### src/rtl/load_store_unit.sv
// RV32I memory-access stage: alignment checks, lane extraction and sign extension,
// and read-modify-write for sub-word stores on a RAM port without byte enables.
module load_store_unit #(
  parameter int ADDR_W         = 32,
  parameter int TIMEOUT_CYCLES = 255
) (
  input  logic              clk,
  input  logic              reset,
  input  logic              start,
  input  logic              is_store,
  input  logic [2:0]        funct3,
  input  logic [ADDR_W-1:0] addr,
  input  logic [31:0]       store_data,
  output logic              busy,
  output logic              done,
  output logic [31:0]       load_result,
  output logic              misaligned_trap,
  output logic              bus_trap,
  output logic [ADDR_W-1:0] mem_addr,
  output logic              mem_rd_en,
  input  logic [31:0]       mem_rd_data,
  input  logic              mem_rd_valid,
  output logic              mem_wr_en,
  output logic [31:0]       mem_wr_data,
  input  logic              mem_wr_ready
);

  typedef enum logic [2:0] {S_IDLE, S_READ, S_WRITE, S_DONE, S_TRAP} state_t;

  localparam logic [7:0] TO_LAST = 8'(TIMEOUT_CYCLES - 1);

  state_t            r_state, w_state;
  logic [1:0]        r_off, w_off;
  logic [2:0]        r_funct3, w_funct3;
  logic              r_is_store, w_is_store;
  logic [31:0]       r_sdata, w_sdata;
  logic [7:0]        r_cnt, w_cnt;
  logic              r_busy, r_done, r_mis, r_bus, r_rd_en, r_wr_en;
  logic              w_done, w_mis, w_bus;
  logic [31:0]       r_load, w_load;
  logic [ADDR_W-1:0] r_maddr, w_maddr;
  logic [31:0]       r_wdata, w_wdata;

  function automatic logic f_misaligned(input logic [2:0] f3, input logic [1:0] off,
                                        input logic st);
    logic bad;
    case (f3)
      3'b000:  bad = 1'b0;
      3'b001:  bad = off[0];
      3'b010:  bad = (off != 2'b00);
      3'b100:  bad = st;
      3'b101:  bad = st | off[0];
      default: bad = 1'b1;
    endcase
    return bad;
  endfunction

  function automatic logic [31:0] f_extract(input logic [31:0] d, input logic [2:0] f3,
                                            input logic [1:0] off);
    logic [7:0]  b;
    logic [15:0] h;
    logic [31:0] r;
    b = d[{off, 3'b000} +: 8];
    h = d[{off[1], 4'b0000} +: 16];
    case (f3)
      3'b000:  r = {{24{b[7]}}, b};
      3'b001:  r = {{16{h[15]}}, h};
      3'b100:  r = {24'd0, b};
      3'b101:  r = {16'd0, h};
      default: r = d;
    endcase
    return r;
  endfunction

  // Only the addressed lane is replaced; the rest of the fetched word is written back as read.
  function automatic logic [31:0] f_merge(input logic [31:0] d, input logic [31:0] sd,
                                          input logic [2:0] f3, input logic [1:0] off);
    logic [31:0] r;
    r = d;
    case (f3)
      3'b000:  r[{off, 3'b000} +: 8] = sd[7:0];
      3'b001:  r[{off[1], 4'b0000} +: 16] = sd[15:0];
      default: r = sd;
    endcase
    return r;
  endfunction

  always_comb begin
    w_state    = r_state;
    w_off      = r_off;
    w_funct3   = r_funct3;
    w_is_store = r_is_store;
    w_sdata    = r_sdata;
    w_cnt      = r_cnt;
    w_done     = 1'b0;
    w_mis      = 1'b0;
    w_bus      = 1'b0;
    w_load     = r_load;
    w_maddr    = r_maddr;
    w_wdata    = r_wdata;
    case (r_state)
      S_IDLE: begin
        if (start) begin
          w_off      = addr[1:0];
          w_funct3   = funct3;
          w_is_store = is_store;
          w_sdata    = store_data;
          w_maddr    = {addr[ADDR_W-1:2], 2'b00};
          w_cnt      = 8'd0;
          if (f_misaligned(funct3, addr[1:0], is_store)) begin
            w_state = S_TRAP;
            w_mis   = 1'b1;
          end else if (is_store && (funct3 == 3'b010)) begin
            w_state = S_WRITE;
            w_wdata = store_data;
          end else begin
            w_state = S_READ;
          end
        end else begin
          w_state = S_IDLE;
        end
      end
      S_READ: begin
        if (mem_rd_valid) begin
          w_cnt = 8'd0;
          if (r_is_store) begin
            w_state = S_WRITE;
            w_wdata = f_merge(mem_rd_data, r_sdata, r_funct3, r_off);
          end else begin
            w_state = S_DONE;
            w_done  = 1'b1;
            w_load  = f_extract(mem_rd_data, r_funct3, r_off);
          end
        end else if (r_cnt == TO_LAST) begin
          w_state = S_TRAP;
          w_bus   = 1'b1;
        end else begin
          w_cnt = r_cnt + 8'd1;
        end
      end
      S_WRITE: begin
        if (mem_wr_ready) begin
          w_state = S_DONE;
          w_done  = 1'b1;
        end else if (r_cnt == TO_LAST) begin
          w_state = S_TRAP;
          w_bus   = 1'b1;
        end else begin
          w_cnt = r_cnt + 8'd1;
        end
      end
      S_DONE:  w_state = S_IDLE;
      S_TRAP:  w_state = S_IDLE;
      default: w_state = S_IDLE;
    endcase
  end

  // Outputs are registered against the next state so request lines never glitch.
  always_ff @(posedge clk or posedge reset) begin
    if (reset) begin
      r_state    <= S_IDLE;
      r_off      <= 2'd0;
      r_funct3   <= 3'd0;
      r_is_store <= 1'b0;
      r_sdata    <= 32'd0;
      r_cnt      <= 8'd0;
      r_busy     <= 1'b0;
      r_done     <= 1'b0;
      r_mis      <= 1'b0;
      r_bus      <= 1'b0;
      r_rd_en    <= 1'b0;
      r_wr_en    <= 1'b0;
      r_load     <= 32'd0;
      r_maddr    <= '0;
      r_wdata    <= 32'd0;
    end else begin
      r_state    <= w_state;
      r_off      <= w_off;
      r_funct3   <= w_funct3;
      r_is_store <= w_is_store;
      r_sdata    <= w_sdata;
      r_cnt      <= w_cnt;
      r_busy     <= (w_state == S_READ) || (w_state == S_WRITE);
      r_done     <= w_done;
      r_mis      <= w_mis;
      r_bus      <= w_bus;
      r_rd_en    <= (w_state == S_READ);
      r_wr_en    <= (w_state == S_WRITE);
      r_load     <= w_load;
      r_maddr    <= w_maddr;
      r_wdata    <= w_wdata;
    end
  end

  assign busy            = r_busy;
  assign done            = r_done;
  assign load_result     = r_load;
  assign misaligned_trap = r_mis;
  assign bus_trap        = r_bus;
  assign mem_addr        = r_maddr;
  assign mem_rd_en       = r_rd_en;
  assign mem_wr_en       = r_wr_en;
  assign mem_wr_data     = r_wdata;

endmodule

### config.mk
export PLATFORM = sky130hd
export DESIGN_NAME = load_store_unit
export DESIGN_NICKNAME = d
export VERILOG_FILES = /design/src/rtl/load_store_unit.sv
export SDC_FILE = /design/constraint.sdc
export NUM_CORES = 1
export LEC_CHECK = 0
export CAP_MARGIN = 5
export CORE_MARGIN = 2
export CORE_UTILIZATION = 30
export DETAILED_ROUTE_END_ITERATION = 10
export GPL_ROUTABILITY_DRIVEN = 0
export PLACE_DENSITY_LB_ADDON = 0.1
export SYNTH_ARGS = -nofsm -noshare
export SYNTH_HDL_FRONTEND = slang
export SYNTH_SLANG_ARGS = --single-unit
export TNS_END_PERCENT = 30
### constraint.sdc
create_clock -name clk -period 4.55 [get_ports clk]
set_input_delay 0.91 -clock clk [delete_from_list [all_inputs] [get_ports clk]]
set_output_delay 0.91 -clock clk [all_outputs]
set_load 0.02 [all_outputs]
* After elaboration in Yosys (flattened, before gate mapping)
Index checks and enable logic that the tools add are counted.
** Storage, ports and cells
- Word-level logic and storage cells :: 93
- Flip-flop bits (word level) :: 149
- Output and inout port bits :: 102
** Operators by class
- Mux-type cells :: 37
- Reduce and logical (&&, ||, !) cells :: 12
- $add $sub $neg :: 3
- Bitwise gates (word level) :: 2
- Equal/unequal tests :: 18
- Shift-type cells :: 6
** Operators with widths (count)
- $mux 32 :: 5
- $pmux 32 s2 :: 2
- $pmux 32 s4 :: 1
- $bwmux 32 :: 2
- $mux 8 :: 4
- $shift 16x7->32 const A :: 1
- $shift 8x7->32 const A :: 1
- $shiftx 16x7->32 :: 1
- $shiftx 32x6->16 :: 1
- $shiftx 32x6->8 :: 1
- $shiftx 8x7->32 :: 1
- $pmux 8 s3 :: 1
- $mux 3 :: 5
- $neg 5->7 :: 2
- $eq 3x1->1 const B :: 4
- $eq 3x3->1 const B :: 4
- $mux 1 :: 12
- $ne 2x2->1 const B :: 6
- $eq 3x2->1 const B :: 3
- $logic_not 3->1 :: 3
- $pmux 3 s3 :: 1
- $add 8x1->8 const B :: 1
- $eq 8x8->1 const B :: 1
- $reduce_and 3->1 :: 2
- 11 further kinds :: 13

* Longest topological paths before layout
Gate-level depths: netlist of the first run.
- Word-level depth :: 9
- Mapped depth :: 8
- Depth with buffers taken out :: 6

* Worst setup path before layout of the first run
Ideal clock, no wire load.
- Kind :: flip-flop to flip-flop
- Start point :: register r_off[1]
- End point :: register r_wdata[16] (netlist: mem_wr_data[16])
- Slack :: 2257 ps
- Arrival time :: 2197 ps
- Buffers on the path :: 2
- Stages on the path, launching flop included :: 9
- Data required time :: 4455 ps
- Cell sequence :: dfrtp_1 > buf_2 > clkinv_1 > ha_1 > or3b_2 > clkbuf_1 > o22ai_1 > a221oi_2 > o31ai_1
** Between the ends
- Longest elaborated chain between the ends :: 7
- Elaborated cells on any way between the ends :: 12
- Those cells by class :: 2 x add/sub; 4 x shift; 6 x mux
** Ends and longest elaborated chain
- start: declaration :: RTL line 33 : logic [1:0] r_off, w_off;
- start signal: assignment :: RTL line 178 : r_off <= w_off;
- $neg 5->7 (on tied branches) :: RTL line 82, 81
- $shiftx 16x7->32 (tied with other cells) :: RTL line 82 : 3'b001: r[{off[1], 4'b0000} +: 16] = sd[15:0];
- $bwmux 32 (on tied branches) :: RTL line 82, 81
- $pmux 32 s2 (*) :: RTL line 80 : case (f3)
- $mux 32 (*) :: RTL line 126 : if (r_is_store) begin
- $mux 32 (*) :: RTL line 124 : if (mem_rd_valid) begin
- $pmux 32 s2 (*) :: RTL line 101 : case (r_state)
- end signal: assignment :: RTL line 191 : r_wdata <= w_wdata;
- end: declaration :: RTL line 42 : logic [31:0] r_wdata, w_wdata;
Mark *: on every way between the ends. The rest lies on a longest branch, timed or not. The select of a mux whose other input is x is not followed.
A chain may end at the register's enable or synchronous reset.

* Worst setup path after layout of the first run
- Start point :: input funct3[0]
- End point :: register r_wdata[25] (netlist: mem_wr_data[25])
** Between the ends
- Longest elaborated chain between the ends :: 6
- Elaborated cells on any way between the ends :: 12
- Those cells by class :: 6 x eq/ne; 3 x mux; 3 x reduce/logical
** Ends and longest elaborated chain
- start: declaration :: RTL line 11 : input logic [2:0] funct3,
- $eq 3x3->1 (tied with other cells) :: RTL line 47 : case (f3)
- $pmux 1 s5 :: RTL line 47
- $mux 1 :: RTL line 103 : if (start) begin
- $mux 1 :: RTL line 101
- $ne 2x2->1 (no source line)
- $reduce_and 6->1 (no source line) (*)
Marked as above.

==> run summary, run 1 <==
The die is 167 um tall. The number of buffers added by the clock tree synthesis step was 17; the mean area per synthesized cell was 8.78 um2. The class of the worst hold path was reg2reg. Yosys attributes the largest share of cell area to dfrtp_1 (47%), nand2_1 (12%), o31ai_1 (3.2%). The number of rows created at floorplan was 59; the initial detailed-routing violation count was 614. Across the run, the number of max-cap violations was 0. Once placement completed, the tool counted placed cells totaling 1386. The overall power after layout was 7.70 mW; the actual slew at the worst max-slew pin was 1.01 ns. Clock skew on the completed layout was measured at 0.00899 ns. The run gives 0 as the count of antenna diodes in the layout. After clock tree synthesis, the clock-pin slew on the worst setup and hold paths is 0.07 ns.

The run gives 2 as the number of antenna violations at the first check in global routing. Once layout is complete, the cells apart from fillers number 1418. For this design the ratio of total power to cell area is 716 mW/mm2. Counting distinct cell types in the post-synthesis netlist gives 56. The number of I/O port buffers was 204. The tools report the type of destination of the critical path as a flip-flop. Setup repair after global routing left no endpoint under its margin. The total number of H-tree levels was 4; the total DRC errors in the routed layout was 0.

In the synthesized netlist the async set-or-reset flop fraction comes to 100%. The tools report the nature of the critical path startpoint as a primary input. Summed over all layers, the global routing overflow is 0.

Counting flops with a built-in enable in the synthesized netlist gives 0. In this run the count of I/O pins placed on the die edge is 207. The flip-flop cell with the highest count after synthesis was dfrtp_1.

The pin count of the biggest net entering global routing was 75; the setup total negative slack was 0 ns. TritonCTS built the clock tree. The first TritonRoute pass finished after 5 iterations. Relative to the synthesized area, the layout overhead comes to 35.6%. The worst vdd rail ir drop is 0.348 mV, and the area fraction of the dominant cell type after synthesis is 47.0%. Hold repair after CTS inserted 0 buffers. The final number of max-transition violations was 0; the global-route usage over all layers was 20.3%. The die covers 0.0277 mm2.

The HPWL after detailed placement is 19.8 mm. The layout filler cell count is 2607, and the number of nets at the end of the flow is 1182. The worst hold margin is 0.474 ns, and the maximum fanout along the worst path is 31. The finished cells cover 0.0108 mm2. The cell area after synthesis is 0.00793 mm2. The insertion delay to the later sink of the worst-skew pair is 0.43 ns. The tools report the total count of hold-check failures in the final report as 0. Dividing the detail-routed via count by the number of cells gives 5.14.

Cells with a size suffix above 1 make up 9.23% of the layout. Clock tree synthesis found a total of 149 sinks. Number of cells produced by synthesis: 903. The number of synthesized register bits works out to 149.

The run gives 44.0 mm as the first-pass GRT wire length. The critical path is of the in2reg type. The run gives 0 as the number of setup violations in the final report. The remaining number of nets flagged by the antenna check after routing is 0, and the quantity of gates resized following cts is 0. The biggest area contributor in the post-synthesis netlist is dfrtp_1.

The via count of the first global-routing pass was 7250; the cell leakage power was 4.69 nW. Required time of the critical path: 4.84 ns. The initial core utilization came out at 30.5%. The run gives 3.10 ns as the arrival time of the worst setup path. The library cell used as clock root buffer was clkbuf_16.

The cell area after placement was 0.0102 mm2; the number of warnings reported in the yosys synthesis log was 0. The flow ran to the end, and the final reports show no timing, DRC or antenna violations. Final period demand of the worst path: 2.82 ns. After detailed routing, the average wire length per cell comes to 19.8 um. The run gives 28.1 mm as the overall routed net length.

The floorplan step set the die width to 167 um. The via count is 7295. The floorplan step defined a core boundary enclosing 0.0260 mm2.

The highest attainable clock frequency is 355 MHz, and the period utilization is 61.9%. Once the clock tree was built, the setup fixing pass inserted 0 buffers. The part of the Yosys area used for sequential elements is 47.0%, and the maximum clock insertion buffer count is 2. Measured against its own limit, the worst slew margin works out to 32.2%.
==> layer usage <==
layer	vias up	global-route usage (%)	share of wire (%)
li1	3497	-	-
met1	3515	27.3	45
met2	261	32.8	47
met3	20	5.73	6.9
met4	2	4.05	0.97
met5	-	0	0.039
==> final timing paths <==
kind / startpoint / to / slack, ns / depth (start not counted)
worst min-delay path: mem_addr[20]$_DFFE_PP0P_ / mem_addr[20]$_DFFE_PP0P_ / 0.47 / 2
max in group asynchronous: reset / mem_wr_data[0]$_DFFE_PP0P_ / 2.72 / 3
worst max-delay path: funct3[0] / mem_wr_data[25]$_DFFE_PP0P_ / 1.73 / 6
worst max register to register: r_state[0]$_DFF_PP0_ / load_result[7]$_DFFE_PP0P_ / 1.99 / 5
worst min register to register: mem_addr[20]$_DFFE_PP0P_ / mem_addr[20]$_DFFE_PP0P_ / 0.47 / 2
min in group asynchronous: reset / mem_addr[27]$_DFFE_PP0P_ / 0.98 / 2
==> cells in the mapped netlist (7+ instances only) <==
| cell | count |
|---|---|
| nand2_1 | 260 |
| dfrtp_1 | 149 |
| nor2_1 | 56 |
| o21ai_0 | 39 |
| a21oi_1 | 38 |
| o31ai_1 | 34 |
| clkbuf_1 | 32 |
| inv_1 | 29 |
| buf_2 | 24 |
| o211ai_1 | 22 |
| a221oi_1 | 21 |
| o22ai_1 | 18 |
| a221o_1 | 17 |
| a21oi_2 | 14 |
| a31oi_1 | 12 |
| nor2b_1 | 12 |
| nand3_1 | 11 |
| a221oi_2 | 10 |
| a21o_1 | 9 |
| buf_6 | 9 |
| nor3_1 | 9 |
| a22o_1 | 8 |
| or2_2 | 8 |
| ha_1 | 7 |
==> kinds of logic (layout without fill, tap and decap cells) <==
family | Yosys count | in the layout | synth area share (%)
AND/OR/NAND/NOR | 388 | 388 | 21.7
AO/OA/AOI/OAI | 254 | 254 | 23.5
flip-flops | 149 | 149 | 47.0
buffers and inverters | 103 | 282 | 6.30
adder cells (fa/ha/maj) | 7 | 7 | 1.10
other | 1 | 2 | 0.0473
multiplexers | 1 | 1 | 0.284
==> stage by stage <==
step	setup slack, ns	util, %
after floorplan	1.77	-
after CTS	1.77	41.4
final	1.73	41.4
after global placement	1.38	39.1
after detailed placement	1.34	39.1
after global routing	1.62	41.4
==> layout by cell type (no fill, tap or decap), types with 21 or more instances in the layout <==
cell | synthesis | layout
inv_1 | 29 | 28
o31ai_1 | 34 | 34
o21ai_0 | 39 | 39
clkdlybuf4s50_1 | 0 | 204
nor2_1 | 56 | 56
a21oi_1 | 38 | 38
nand2_1 | 260 | 260
a221oi_1 | 21 | 21
o211ai_1 | 22 | 22
dfrtp_1 | 149 | 149
==> critical path, cell delays in order <==
cell,delay [ns]
clkdlybuf4s50_1,0.55
and4bb_2,0.29
a32oi_2,0.61
or2_1,0.21
buf_4,0.37
o31ai_1,0.15
==> registers in the layout, summed over array words and instances, names as in the netlist <==
| signal | cells |
|---|---|
| done | 1 |
| r_off | 2 |
| r_cnt | 8 |
| r_state | 3 |
| misaligned_trap | 1 |
| mem_wr_en | 1 |
| mem_wr_data | 32 |
| r_is_store | 1 |
| r_funct3 | 3 |
| mem_rd_en | 1 |
| bus_trap | 1 |
| mem_addr | 30 |
| busy | 1 |
| r_sdata | 32 |
| load_result | 32 |
==> power by group <==
group | switching [mW] | internal, mW | total [mW]
registers | 0.554 | 1.93 | 2.48
clock network | 0.640 | 0.777 | 1.42
logic | 2.22 | 1.58 | 3.80
==> layout make-up <==
class / instances / area (um2) / share of cell area, %
clock inverters: 15 / 156 / 1.45
well taps: 335 / 419 / 3.90
repair buffers: 220 / 2190 / 20.3
multi-input cells: 652 / 3720 / 34.6
inverters: 30 / 116 / 1.08
clock buffers: 17 / 425 / 3.96
flip-flops and latches: 149 / 3730 / 34.7
Note: power is estimated with default switching activity, not from simulation.
==> inputs of run 2 (changes only) <==
- clock period: 4.55 -> 2.82 ns (I/O delays scaled with it)
==> run summary, run 2 (same netlist as run 1, synthesis figures left out) <==
STA classifies the critical path startpoint as a flip-flop. The first global-routing pass estimated 44.1 mm of wire. The launching element of the worst setup path was r_off[0]$_DFFE_PP0P_. Post-CTS repair changed the size of 0 cells. The cell leakage power was 4.78 nW. The cell family with the largest share of critical-path delay is compound AO/OA/AOI/OAI gates. The number of I/O port buffers was 204; the number of rows created at floorplan was 59. The floorplan step set the die width to 167 um. The logs give 1 for the number of antenna violations at the first check in global routing and 4 for the total number of H-tree levels. Net load switching power: 5.51 mW. Leaving out fill and tap cells, the most frequent cell in the layout is nand2_1. The worst-case headroom to the max-slew limit was 53.2%. The number of antenna diodes in the final layout is 0. Counting along the longest clock path gives a buffer depth of 2. The final critical path takes up 83.8% of the cycle.

The core region is 0.0260 mm2. For the total count of hold-check failures in the final report, the log shows 0. The detailed router finished its first iteration with 696 violations. The slowest stage of the critical path belongs to the cell or3b_2. The tools report the total internal power as 7.04 mW. Walking the worst path, the cells encountered are inv_1 > ha_1 > or3b_2 > o22ai_1 > a221oi_2 > o31ai_1. The final layout contains routed wiring with a total length of 28.1 mm. The critical path is of the reg2reg type. For the combinational fraction of design power, the log shows 50.1%. The first detailed-routing pass ran for 5 iterations. From bottom edge to top edge, the die measures 167 um. The run finished with clean final reports. The clock arrives with 0.0124 ns of skew. The number of buffers and inverters on the critical path is 1.

In this run the number of cells on the critical path is 6. The worst-case IR drop observed on VDD is 0.448 mV. The routed design could run at a clock period as short as 2.36 ns.

The tool flagged a number of max-cap violations equal to 0. Counting cells, the worst reg-to-reg path comes to 6. Data arrives at the worst endpoint at 2.70 ns. The tools report the required time of the critical path as 3.16 ns. The share of post-route cells with drive strength above 1 is 10.5%, and the setup fix buffers added after clock tree synthesis is 0.

The via count of the first global-routing pass is 7327, and the number of hold buffers added after cts is 0. The register clock-pin slew on the reported worst setup and hold paths is 0.07 ns. The clock network accounts for 18.5% of the total power.

The run gives 0 as the remaining number of nets flagged by the antenna check after routing. In this run the worst hold path is classified as reg2reg. The final number of max-transition violations was 0. At the end of the flow, the number of nets in the layout was 1197.

The logs give 0 for the total DRC errors in the routed layout and 17 for the number of buffers added by the clock tree synthesis step. The run gives 0 as the number of setup violations in the final report. For this configuration, the core starts out at a cell density of 30.5%. The tools report the global-route usage over all layers as 20.3%. At the pin with the least slew margin, the transition time is 0.702 ns. The power per unit of standard cell area is 1150 mW/mm2, and the maximum fanout along the worst path is 10.

The run gives 53 as the pin count of the biggest net entering global routing. The finished cells cover 0.0109 mm2. TritonCTS built the clock tree. The HPWL after detailed placement was 20.1 mm. The tools report the worst hold margin as 0.475 ns. The tree is rooted in a clkbuf_16. The count of boundary I/O pins was 207. Setup repair after global routing left no endpoint under its margin. The hold path depth was 2. For the final routed database, the setup TNS stands at 0 ns. For this run the aggregate overflow at the end of global routing stands at 0. In this run the critical register-to-register path is launched from r_off[0]$_DFFE_PP0P_. The clock drives 149 sinks.

The clock reaches the later pin of the worst-skew pair after 0.43 ns. The relative contribution of sequential cells to total power is 31.4%. The top cell types in the final layout, fill and taps aside, are nand2_1 (260), clkdlybuf4s50_1 (204), dfrtp_1 (149). Origin of the worst min-delay path: mem_addr[11]$_DFFE_PP0P_. The detailed-route vias per instance was 5.17. Relative to the synthesized area, the layout overhead comes to 37.7%. The worst setup path is captured at a flip-flop.

The die covers 0.0277 mm2. The cell area after placement was 0.0103 mm2; the via count was 7404. For this run, the slowest stage of the critical path takes 0.58 ns. After detailed routing, the average wire length per cell comes to 19.6 um. The switching power as a share of total power was 43.9%. For this run, the top clock speed supported by timing is 423 MHz.
run 2: final timing paths:
check                                              end  slack [ns]
max in group asynchronous  load_result[30]$_DFFE_PP0P_        1.62
min in group asynchronous     mem_addr[27]$_DFFE_PP0P_        0.53
setup reg to reg           mem_wr_data[18]$_DFFE_PP0P_        0.46
hold / removal                mem_addr[11]$_DFFE_PP0P_        0.48
hold reg to reg               mem_addr[11]$_DFFE_PP0P_        0.48
setup / recovery           mem_wr_data[18]$_DFFE_PP0P_        0.46
run 2: layer usage:
layer / global-route usage, % / routed length [um]
met1: 27.8 / 12500
met4: 5.51 / 470
met5: 0 / 12
met2: 32.2 / 13100
met3: 5.01 / 2060
run 2: power by group through the flow:
stage / sequential, mW / clock, mW / combinational, mW
global route: 4.07 / 2.48 / 6.90
CTS: 3.95 / 2.39 / 6.35
global placement: 3.98 / 0 / 6.29
floorplan: 4.55 / 0 / 3.02
finish: 3.94 / 2.32 / 6.29
detailed placement: 3.98 / 0 / 6.32
run 2: through the flow:
stage,power [mW],utilization (%),worst slack [ns],std cells
2_1_floorplan,7.57,-,0.381,904
3_3_place_gp,10.3,39.8,0.286,1401
3_5_place_dp,10.3,39.8,0.274,1401
4_1_cts,12.7,42.0,0.449,1433
5_1_grt,13.4,42.0,0.228,1433
6_report,12.5,42.0,0.457,1433
run 2: cell type report:
type                       count  area [um2]
clock inverter                13         135
clock buffer                  19         453
timing repair buffer         235        2350
inverter                      30         116
tap                          335         419
fill                        2674       15100
multi-input combinational    652        3720
sequential                   149        3730
run 2: worst register-to-register path, delay by kind of cell, from the launching register on:
family / cells / cell delay (ns)
DFF: 1 / 0.55
and+or+nand+nor: 1 / 0.58
buffers and inverters: 1 / 0.17
AOI/OAI and AO/OA: 3 / 0.63
adders and majority gates: 1 / 0.35
==> inputs of run 3 (changes only) <==
- clock period: 2.82 -> 2.04 ns (I/O delays scaled with it)
==> run summary, run 3 (same netlist as run 1, synthesis figures left out) <==
The post-route netlist has 14.5% of its cells at a drive strength greater than 1. The count of boundary I/O pins is 207, and the combinational fraction of design power is 52.3%. The most common cell after layout, fill and taps aside is nand2_1. TritonCTS built the clock tree. The required time of the critical path was 2.34 ns. The flow ran to the end, and the final reports show no timing, DRC or antenna violations. For this configuration, the core starts out at a cell density of 30.5%.

The core area was 0.0260 mm2; the via count of the first global-routing pass was 7512. The root buffer cell chosen for the clock tree is clkbuf_16. The final critical path takes up 96.1% of the cycle.

The logs give 0 for the number of hold buffers added after cts and 0 for the leftover overflow at the end of global routing. The cell area after placement is 0.0108 mm2. The net load switching power came out at 7.70 mW. The tools report the highest attainable clock frequency as 510 MHz.

Power spread over the standard cell area amounts to 1570 mW/mm2. The remaining number of nets flagged by the antenna check after routing came out at 0. The run gives 149 as the CTS sink count. In the final design database the tool counted 1243 nets. Max-cap violations in this run came to 0. The H-tree generated during clock tree synthesis spans 4 levels. Dividing the detail-routed via count by the number of cells gives 5.08. The total count of hold-check failures in the final report was 0.

Before antenna repair, the detailed router went through 5 iterations. The chip height is 167 um, and the global-route usage over all layers is 20.2%. The run gives 0.08 ns as the slack of the worst reg-to-reg path. The routed layout has 7520 vias.

Net switching is 43.2% of the power. The endpoint identified for the worst register-to-register timing path is mem_wr_data[7]$_DFFE_PP0P_. In this run the worst setup path begins at r_off[1]$_DFFE_PP0P_. Setup repair after global routing could not meet its margin everywhere.

The worst setup path is launched from a flip-flop. The floorplan step defined a die boundary enclosing 0.0277 mm2. Layout filler cell count: 2610.

The logs give 0 for the number of setup violations in the final report and 20.5 mm for the HPWL after detailed placement. The tools report the final instance area as 0.0114 mm2. The longest clock path from root to sink contains 2 buffers. The final period demand of the worst path was 1.96 ns; the worst vdd rail ir drop was 0.726 mV.

Row generation in the floorplan step produced 59 rows. The overall power after layout came out at 17.8 mW. In the layout the commonest cells are nand2_1 (260), clkdlybuf4s50_1 (204), dfrtp_1 (149).

The clock reaches the later pin of the worst-skew pair after 0.43 ns. On the final layout, the worst hold slack is 0.247 ns. The cell leakage power came out at 5.02 nW. The die extent in x came out at 167 um.

Kind of critical path: reg2reg. The repair_antennas step left the layout with diodes totalling 0. The final clock skew came out at 0.0154 ns. In this run the critical register-to-register path is launched from r_off[1]$_DFFE_PP0P_. The number of antenna violations at the first check in global routing was 0.

For this run, design rule violations remaining after detail routing come to 0. Buffers inserted during clock tree synthesis total 17. The routed length per instance works out to 18.9 um.

The final number of max-transition violations is 0, and the worst-case headroom to the max-slew limit is 65.9%. The actual slew at the worst max-slew pin came out at 0.510 ns. The area growth from synthesis to layout is 43.2%.

For the worst flop-to-flop path, the logic depth is 7. Port buffering added 204 buffers. The total internal power was 10.1 mW; the maximum fanout along the worst path was 8. Of the total power, registers draw 30.1%. The number of setup buffers added after CTS is 0.

The initial detailed-routing violation count is 664, and the register clock-pin slew on the reported worst setup and hold paths is 0.07 ns. The clock network is responsible for 17.6% of the overall power. The type of destination of the critical path was a flip-flop.

Measured on the finished design, the core utilization comes to 43.7%. The tools report the pin count of the biggest net entering global routing as 58. The class of the worst hold path was in2async.

For the overall routed net length, the log shows 27.9 mm. The first global-routing pass estimated 43.9 mm of wire. The tools report the arrival time of the worst setup path as 2.26 ns.
-- run 3: power groups by stage --
| stage | clock network (mW) | logic, mW | registers (mW) |
|---|---|---|---|
| after floorplan | 0 | 4.18 | 6.29 |
| after global placement | 0 | 9.23 | 5.42 |
| after detailed placement | 0 | 9.28 | 5.41 |
| after CTS | 3.21 | 9.34 | 5.38 |
| after global routing | 3.33 | 10.1 | 5.55 |
| final | 3.13 | 9.31 | 5.37 |
-- run 3: worst max path at each step --
stage,end,slack (ns),depth (start not counted)
2_1_floorplan,bus_trap$_DFF_PP0_,-0.24,1
3_3_place_gp,load_result[29]$_DFFE_PP0P_,-0.25,6
3_5_place_dp,load_result[28]$_DFFE_PP0P_,-0.24,6
4_1_cts,mem_wr_data[2]$_DFFE_PP0P_,0.01,7
5_1_grt,mem_wr_data[0]$_DFFE_PP0P_,-0.05,7
6_report,mem_wr_data[7]$_DFFE_PP0P_,0.08,7
-- run 3: what timing repair did --
item,CTS,global route
endpoints found under the hold margin,0,0
endpoints found under the setup margin,4,9
gates cloned,0,0
resized for setup,3,4
pin swaps,0,0
-- run 3: cell type report --
type	instances	area, um2	area share, %
clock buffer	18	429	3.78
clock inverter	14	141	1.25
inverter	30	118	1.04
multi-input combinational	652	3750	33.0
sequential	149	3730	32.8
tap	335	419	3.69
timing repair buffer	281	2770	24.4
-- run 3: per-stage QoR --
| stage | TNS, ns | cells | worst slack [ns] |
|---|---|---|---|
| after floorplan | -37.89 | 904 | -0.243 |
| after global routing | -0.143 | 1479 | -0.0549 |
| final | 0 | 1479 | 0.0802 |
| after global placement | -15.62 | 1447 | -0.248 |
| after CTS | 0 | 1479 | 0.00980 |
| after detailed placement | -16.09 | 1447 | -0.241 |
-- run 3: metal layers --
metal,vias up,part of all wire (%),track usage [%]
met4,0,2.7,7.57
met3,46,6.0,4.66
met2,251,46,31.5
li1,3621,-,-
met1,3602,45,27.3
met5,-,0,0
-- run 3: worst max-delay path: stages, from the launching register on --
cell and delay (ns):
dfrtp_1 0.36, clkinv_2 0.10, ha_1 0.32, buf_4 0.11, nor3b_1 0.04, a211o_2 0.43, a221oi_1 0.37, o31ai_1 0.11
